[config.mk]
export PLATFORM = sky130hd
export DESIGN_NAME = ecp5pll_phase_ctrl
export DESIGN_NICKNAME = d
export VERILOG_FILES = /design/src/rtl/ecp5pll_pkg.sv /design/src/rtl/ecp5pll_sync2.sv /design/src/rtl/ecp5pll_phase_ctrl.sv
export SDC_FILE = /design/constraint.sdc
export NUM_CORES = 1
export LEC_CHECK = 0
export CORE_MARGIN = 5
export CORE_UTILIZATION = 25
export DETAILED_ROUTE_END_ITERATION = 7
export GPL_TIMING_DRIVEN = 0
export PLACE_DENSITY = 0.42
export SYNTH_ARGS = -nofsm -noshare
export SYNTH_HDL_FRONTEND = slang
export SYNTH_SLANG_ARGS = --single-unit
[constraint.sdc]
create_clock -name clk_i -period 3.1 [get_ports clk_i]
set_clock_uncertainty 0.2 [all_clocks]
set_input_delay 0.465 -clock clk_i [delete_from_list [all_inputs] [get_ports clk_i]]
set_output_delay 0.465 -clock clk_i [all_outputs]
set_load 0.02 [all_outputs]
[src/rtl/ecp5pll_pkg.sv]
`default_nettype none
// ============================================================================
// Module      : ecp5pll_pkg
// Description : Shared types and constants for the ECP5 PLL phase controller.
// Revision    : 1.0 - initial release
// ============================================================================
package ecp5pll_pkg;

  localparam int POS_W  = 10;
  localparam int STEP_W = 10;

  localparam logic DIR_DELAY   = 1'b0;
  localparam logic DIR_ADVANCE = 1'b1;

  typedef enum logic [2:0] {
    ST_IDLE     = 3'd0,
    ST_SETUP    = 3'd1,
    ST_PULSE    = 3'd2,
    ST_GAP      = 3'd3,
    ST_LOCKWAIT = 3'd4,
    ST_DONE     = 3'd5
  } state_e;

  // One fine-phase step with wrap-around inside [0, pos_max]
  function automatic logic [POS_W-1:0] pos_step(input logic [POS_W-1:0] pos,
                                                input logic             dir,
                                                input logic [POS_W-1:0] pos_max);
    if (dir == DIR_ADVANCE) begin
      return (pos == '0) ? pos_max : pos - POS_W'(1);
    end
    return (pos == pos_max) ? '0 : pos + POS_W'(1);
  endfunction

endpackage
`default_nettype wire

[src/rtl/ecp5pll_sync2.sv]
`default_nettype none
// ============================================================================
// Module      : ecp5pll_sync2
// Description : Generic two-flop synchroniser, asynchronous active-low reset.
// Revision    : 1.0 - initial release
// ============================================================================
module ecp5pll_sync2 #(
  parameter int WIDTH = 1
) (
  input  logic             clk_i,
  input  logic             rst_ni,
  input  logic [WIDTH-1:0] d_i,
  output logic [WIDTH-1:0] q_o
);

  logic [WIDTH-1:0] r_meta;
  logic [WIDTH-1:0] r_sync;

  // Two-stage capture of the asynchronous input
  always_ff @(posedge clk_i or negedge rst_ni) begin
    if (!rst_ni) begin
      r_meta <= '0;
      r_sync <= '0;
    end else begin
      r_meta <= d_i;
      r_sync <= r_meta;
    end
  end

  assign q_o = r_sync;

endmodule
`default_nettype wire

[src/rtl/ecp5pll_phase_ctrl.sv]
`default_nettype none
// ============================================================================
// Module      : ecp5pll_phase_ctrl
// Description : Sequences PLL dynamic phase-shift pulses, re-qualifies lock
//               after each shift and tracks the fine phase of four outputs.
// Revision    : 1.0 - initial release
// ============================================================================
module ecp5pll_phase_ctrl
  import ecp5pll_pkg::*;
#(
  parameter int OUT0_DIV     = 1,
  parameter int OUT1_DIV     = 1,
  parameter int OUT2_DIV     = 1,
  parameter int OUT3_DIV     = 1,
  parameter int SETUP_CYCLES = 2,
  parameter int PULSE_CYCLES = 4,
  parameter int GAP_CYCLES   = 4,
  parameter int LOCK_STABLE  = 16,
  parameter int LOCK_TIMEOUT = 65535
) (
  input  logic               clk_i,
  input  logic               rst_ni,
  input  logic               req_valid_i,
  output logic               req_ready_o,
  input  logic [1:0]         req_sel_i,
  input  logic               req_dir_i,
  input  logic [STEP_W-1:0]  req_steps_i,
  output logic               done_o,
  output logic               err_o,
  output logic               busy_o,
  output logic               locked_o,
  output logic [4*POS_W-1:0] pos_o,
  input  logic               pll_locked_i,
  output logic [1:0]         pll_phasesel_o,
  output logic               pll_phasedir_o,
  output logic               pll_phasestep_o,
  output logic               pll_phaseloadreg_o
);

  // One shared cycle counter serves SETUP, PULSE, GAP and the LOCKWAIT timeout
  localparam int c_max_a   = (SETUP_CYCLES > PULSE_CYCLES) ? SETUP_CYCLES : PULSE_CYCLES;
  localparam int c_max_b   = (GAP_CYCLES > LOCK_TIMEOUT) ? GAP_CYCLES : LOCK_TIMEOUT;
  localparam int c_cnt_max = (c_max_a > c_max_b) ? c_max_a : c_max_b;
  localparam int c_cnt_w   = $clog2(c_cnt_max + 1);
  localparam int c_stb_w   = $clog2(LOCK_STABLE + 1);

  localparam logic [c_cnt_w-1:0] c_setup_last   = c_cnt_w'(SETUP_CYCLES - 1);
  localparam logic [c_cnt_w-1:0] c_pulse_last   = c_cnt_w'(PULSE_CYCLES - 1);
  localparam logic [c_cnt_w-1:0] c_gap_last     = c_cnt_w'(GAP_CYCLES - 1);
  localparam logic [c_cnt_w-1:0] c_timeout_last = c_cnt_w'(LOCK_TIMEOUT - 1);
  localparam logic [c_stb_w-1:0] c_stable_last  = c_stb_w'(LOCK_STABLE - 1);

  state_e              r_state;
  state_e              w_state_nxt;
  logic [c_cnt_w-1:0]  r_cnt;
  logic [c_stb_w-1:0]  r_stable;
  logic [STEP_W-1:0]   r_steps_left;
  logic [1:0]          r_sel;
  logic                r_dir;
  logic                r_err;

  logic w_locked;
  logic w_accept;
  logic w_stepping;
  logic w_lock_lost;
  logic w_step_done;
  logic w_stable_ok;
  logic w_timeout;

  ecp5pll_sync2 #(
    .WIDTH (1)
  ) u_lock_sync (
    .clk_i  (clk_i),
    .rst_ni (rst_ni),
    .d_i    (pll_locked_i),
    .q_o    (w_locked)
  );

  assign w_accept    = req_valid_i && (r_state == ST_IDLE) && w_locked;
  assign w_stepping  = (r_state == ST_SETUP) || (r_state == ST_PULSE) || (r_state == ST_GAP);
  assign w_lock_lost = w_stepping && !w_locked;
  // A step counts only if lock held through its final PULSE cycle
  assign w_step_done = (r_state == ST_PULSE) && (r_cnt == c_pulse_last) && w_locked;
  assign w_stable_ok = (r_state == ST_LOCKWAIT) && w_locked && (r_stable == c_stable_last);
  assign w_timeout   = (r_state == ST_LOCKWAIT) && !w_stable_ok && (r_cnt == c_timeout_last);

  // State register
  always_ff @(posedge clk_i or negedge rst_ni) begin
    if (!rst_ni) begin
      r_state <= ST_IDLE;
    end else begin
      r_state <= w_state_nxt;
    end
  end

  // Next-state selection; lock loss while stepping overrides normal progress
  always_comb begin
    w_state_nxt = r_state;
    case (r_state)
      ST_IDLE: begin
        if (w_accept) begin
          w_state_nxt = (req_steps_i == '0) ? ST_DONE : ST_SETUP;
        end
      end
      ST_SETUP: begin
        if (!w_locked)                   w_state_nxt = ST_LOCKWAIT;
        else if (r_cnt == c_setup_last)  w_state_nxt = ST_PULSE;
      end
      ST_PULSE: begin
        if (!w_locked)                   w_state_nxt = ST_LOCKWAIT;
        else if (r_cnt == c_pulse_last)  w_state_nxt = ST_GAP;
      end
      ST_GAP: begin
        if (!w_locked) begin
          w_state_nxt = ST_LOCKWAIT;
        end else if (r_cnt == c_gap_last) begin
          w_state_nxt = (r_steps_left != '0) ? ST_PULSE : ST_LOCKWAIT;
        end
      end
      ST_LOCKWAIT: begin
        if (w_stable_ok || w_timeout) w_state_nxt = ST_DONE;
      end
      ST_DONE:  w_state_nxt = ST_IDLE;
      default:  w_state_nxt = ST_IDLE;
    endcase
  end

  // State outputs; phasestep follows the state register so reset kills it at once
  always_comb begin
    req_ready_o     = (r_state == ST_IDLE) && w_locked;
    busy_o          = (r_state != ST_IDLE);
    done_o          = (r_state == ST_DONE);
    pll_phasestep_o = (r_state == ST_PULSE);
  end

  // Dwell counter restarts on every state change and idles at zero
  always_ff @(posedge clk_i or negedge rst_ni) begin
    if (!rst_ni) begin
      r_cnt <= '0;
    end else if (w_state_nxt != r_state) begin
      r_cnt <= '0;
    end else if (w_stepping || (r_state == ST_LOCKWAIT)) begin
      r_cnt <= r_cnt + c_cnt_w'(1);
    end
  end

  // Consecutive-lock counter, only meaningful in LOCKWAIT
  always_ff @(posedge clk_i or negedge rst_ni) begin
    if (!rst_ni) begin
      r_stable <= '0;
    end else if ((r_state == ST_LOCKWAIT) && w_locked) begin
      r_stable <= r_stable + c_stb_w'(1);
    end else begin
      r_stable <= '0;
    end
  end

  // Request capture, remaining-step bookkeeping and sticky error
  always_ff @(posedge clk_i or negedge rst_ni) begin
    if (!rst_ni) begin
      r_sel        <= '0;
      r_dir        <= 1'b0;
      r_steps_left <= '0;
      r_err        <= 1'b0;
    end else if (w_accept) begin
      r_sel        <= req_sel_i;
      r_dir        <= req_dir_i;
      r_steps_left <= req_steps_i;
      r_err        <= 1'b0;
    end else begin
      if (w_step_done)             r_steps_left <= r_steps_left - STEP_W'(1);
      if (w_lock_lost || w_timeout) r_err       <= 1'b1;
    end
  end

  // Per-output phase position, wrapping at 8 * divider
  for (genvar gi = 0; gi < 4; gi++) begin : g_pos
    localparam int c_div = (gi == 0) ? OUT0_DIV :
                           (gi == 1) ? OUT1_DIV :
                           (gi == 2) ? OUT2_DIV : OUT3_DIV;
    localparam logic [POS_W-1:0] c_pos_max = POS_W'(8 * c_div - 1);

    logic [POS_W-1:0] r_pos;

    // Advance this output's position when a step on it completes
    always_ff @(posedge clk_i or negedge rst_ni) begin
      if (!rst_ni) begin
        r_pos <= '0;
      end else if (w_step_done && (r_sel == 2'(gi))) begin
        r_pos <= pos_step(r_pos, r_dir, c_pos_max);
      end
    end

    assign pos_o[POS_W*gi +: POS_W] = r_pos;
  end

  assign err_o              = r_err;
  assign locked_o           = w_locked;
  assign pll_phasesel_o     = r_sel;
  assign pll_phasedir_o     = r_dir;
  assign pll_phaseloadreg_o = 1'b0;

endmodule
`default_nettype wire

==> flow_summary.yaml <==
logic_synthesis:
  ys_seq_elements: 80
  ys.flop_type: "dfrtp_1"
  yosys.area.top_type: "dfrtp_1"
  yosys-top-cells-area: "dfrtp_1 34%, nand2_1 4.5%, a21oi_1 3.4%"
  synthArstFlopShare_pct: 100.0
  synth_xor_area_share_pct: 3.013
  netlist-cell-type-count: 78
  synth_edf_count: 0
  yosys.area_share.simple_pct: 28.37
  synth_area_mm2: 0.005813
  seq_area_frac_synth_pct: 34.44
  synthAdderAreaFrac_pct: 3.013
  muxShareOfSynthArea_pct: 2.088
  synth_top_cell_area_share_pct: 34.44
  synth_top_family_by_area: "simple AND/OR/NAND/NOR gates"
  synth.avg_cell_area_um2: 8.281
  yosysWarnings: 0
  synth_compound_area_share_pct: 23.63
  syn_inst: 702
  syn-num-nets: 733
layout:
  fin_util_pct: 31.53
  synthToLayoutAreaGrowth_pct: 23.55
  nets: 811
  layout.cells.non_filler: 1098
  num_antenna_cells: 0
  drive_gt1_share_pct: 8.535
  n_fill_cell: 2434
  final_cell_mix: "80 x dfrtp_1, 70 x nand2_1, 64 x clkdlybuf4s50_1, 42 x nor2_1, 39 x a21oi_1"
  final_common_cell: "dfrtp_1"
placement:
  gp_congestion: 0.8663
  io_buffers: 65
  placedCellCount: 1081
  dp_hpwl_um: 13320
detailed_routing:
  drc: 0
  firstDrtPassIters: 5
  vias: 5756
  detail_route.vias_per_cell: 5.242
  drtIter0Drc: 427
  wl_per_cell_um: 16.58
  ant_nets: 0
  wl_um: 18210
setup_path:
  worstPathArrival_ns: 3.06
  required_ns: 3.17
  max_stage_delay_ns: 0.92
  crit_type: "in -> reg"
  slowest_stage: "a221oi_1"
  worst-path-max-fanout: 10
  critPathCaptureType: "flop"
  crit_path_start_kind: "primary input"
  crit_chain: "clkdlybuf4s50_1 -> nor4bb_1 -> and3_1 -> a221oi_1 -> clkbuf_1 -> o21ai_0 -> o21ai_2"
timing:
  worst_pin_slew_ns: 1.102
  rsz0062_at_grt: "false"
  max_slew_margin_pct: 26.54
  setup-tns-final_ns: 0
  hold_viol: 0
  fmax_ghz: 0.3346
  setup_viol: 0
  min_period_ns: 2.989
  slew_violations: 0
  fin_crit_sh_pct: 96.42
floorplanning:
  die_x_um: 162.5
  core_area_mm2: 0.02278
  boundaryPins: 67
  initial_core_util_pct: 25.52
  die_h_um: 162.5
  num_rows: 55
  dieArea_mm2: 0.02640
cts:
  cts_buffers: 9
  root_buffer: "clkbuf_16"
  cts_tree: "done"
  postCtsSetupBuffers: 0
  clk_pin_slew_worst_paths_ns: 0.06
  clock_sinks: 80
  ctsHtreeMaxLevel: 3
  cts_buffer_depth: 2
  insertion_delay_ns: 0.35
global_routing:
  first_global_vias: 5592
  grt.overflow.total: 0
  grt_pass1_wl_um: 29970
  antenna_found_initial: 0
  grt_max_degree: 53
  grt_use_total_pct: 13.89
power:
  p_total_uw: 4057
  cellPowerDensity_mw_per_mm2: 564.9
  peakVddDrop_mv: 0.3521
  leakagePower_uw: 0.002751
flow_run:
  max_cap_violations: 0
status:
  status: "completed"
min_path:
  hp-class: "reg -> reg"
[layer usage]
metal	part of all wire [%]	global-route usage (%)	up-vias
li1	-	-	2818
met1	47	18.61	2790
met2	47	22.60	132
met3	4.7	2.683	16
met4	1.3	4.383	0
met5	0	0	-
[worst max-delay path: cells and delay by family]
kind	cells	cell delay [ns]
AOI/OAI and AO/OA	3	1.25
buffers and inverters	2	0.98
and+or+nand+nor	2	0.36
[stage by stage]
stage	worst slack (ns)	hold slack, ns	area (um2)
final	0.1110	0.1469	7182
after global routing	0.002886	0.1804	7182
after CTS	0.1317	0.1501	7182
after detailed placement	-0.2444	0.1362	6880
after global placement	-2.029	0.1342	6855
after floorplan	0.6735	-0.03059	5813
[where the power goes]
part / switching, uW / leakage [uW] / internal (uW)
registers: 191 / 0.00108 / 1180
logic: 998 / 0.00154 / 608
clock network: 455 / 0.000137 / 629
total: 1640 / 0.00275 / 2410
[area by class of cell]
cell class	count	area [um2]	area share, %
Multi-Input combinational cell	550	3498	48.71
Sequential cell	80	2002	27.87
Timing Repair Buffer	67	685.7	9.547
Tap cell	313	391.6	5.453
Clock buffer	12	236.5	3.293
Buffer	45	210.2	2.927
Inverter	27	102.6	1.429
Clock inverter	4	55.05	0.7666
[cells in the mapped netlist, types with 4 or more instances]
cell / count
o21ai_0: 31
and2_1: 5
a221oi_1: 4
nor3_1: 32
o22ai_1: 19
or2_2: 4
o21a_1: 5
or4_1: 10
nor2b_1: 9
and3_1: 9
o31ai_1: 7
dfrtp_1: 80
a31oi_1: 5
o41ai_1: 4
mux2i_1: 11
nand3_1: 36
o21ai_2: 9
o211ai_1: 14
o21ai_1: 21
a21oi_1: 39
clkbuf_1: 26
nand4_1: 25
nor2_1: 42
nand2b_1: 6
and4_1: 4
or3_1: 13
o32ai_1: 7
nor4_1: 13
o31a_1: 5
nand2_1: 70
xor2_1: 7
inv_1: 25
ha_1: 14
nor4_2: 4
xnor2_1: 13
buf_2: 12
[kinds of logic (layout without fill, tap and decap cells)]
kind of cell / count (synthesis) / after routing
buffers and inverters: 72 / 155
muxes: 12 / 12
AOI/OAI and AO/OA: 202 / 202
and+or+nand+nor: 301 / 301
xor gates and xnor gates: 20 / 20
adders and majority gates: 14 / 14
other: 1 / 1
DFF: 80 / 80
[registers in the layout, indices dropped and copies added (netlist names)]
signal,count
r_cnt,16
err_o,1
u_lock_sync.q_o,1
pll_phasedir_o,1
g_pos.r_pos,40
r_state,3
u_lock_sync.r_meta,1
r_steps_left,10
r_stable,5
pll_phasesel_o,2
[path summary, 6_finish.rpt]
| check | from | end | slack (ns) | cells past startpoint |
|---|---|---|---|---|
| min reg2reg | u_lock_sync.r_meta | u_lock_sync.q_o | 0.15 | 0 |
| max in group asynchronous | rst_ni | r_cnt[8] | 1.66 | 3 |
| max reg2reg | r_cnt[4] | g_pos[2].r_pos[4] | 0.17 | 5 |
| min in group asynchronous | rst_ni | g_pos[3].r_pos[4] | 0.40 | 2 |
| min | u_lock_sync.r_meta | u_lock_sync.q_o | 0.15 | 0 |
| max | req_valid_i | r_cnt[14] | 0.11 | 7 |
[what timing repair did]
action                    in CTS  in global routing
gates resized for setup        0                  0
hold endpoints to repair      28                  0
hold buffers                   1                  0
Power figures use the tool's default switching activity.
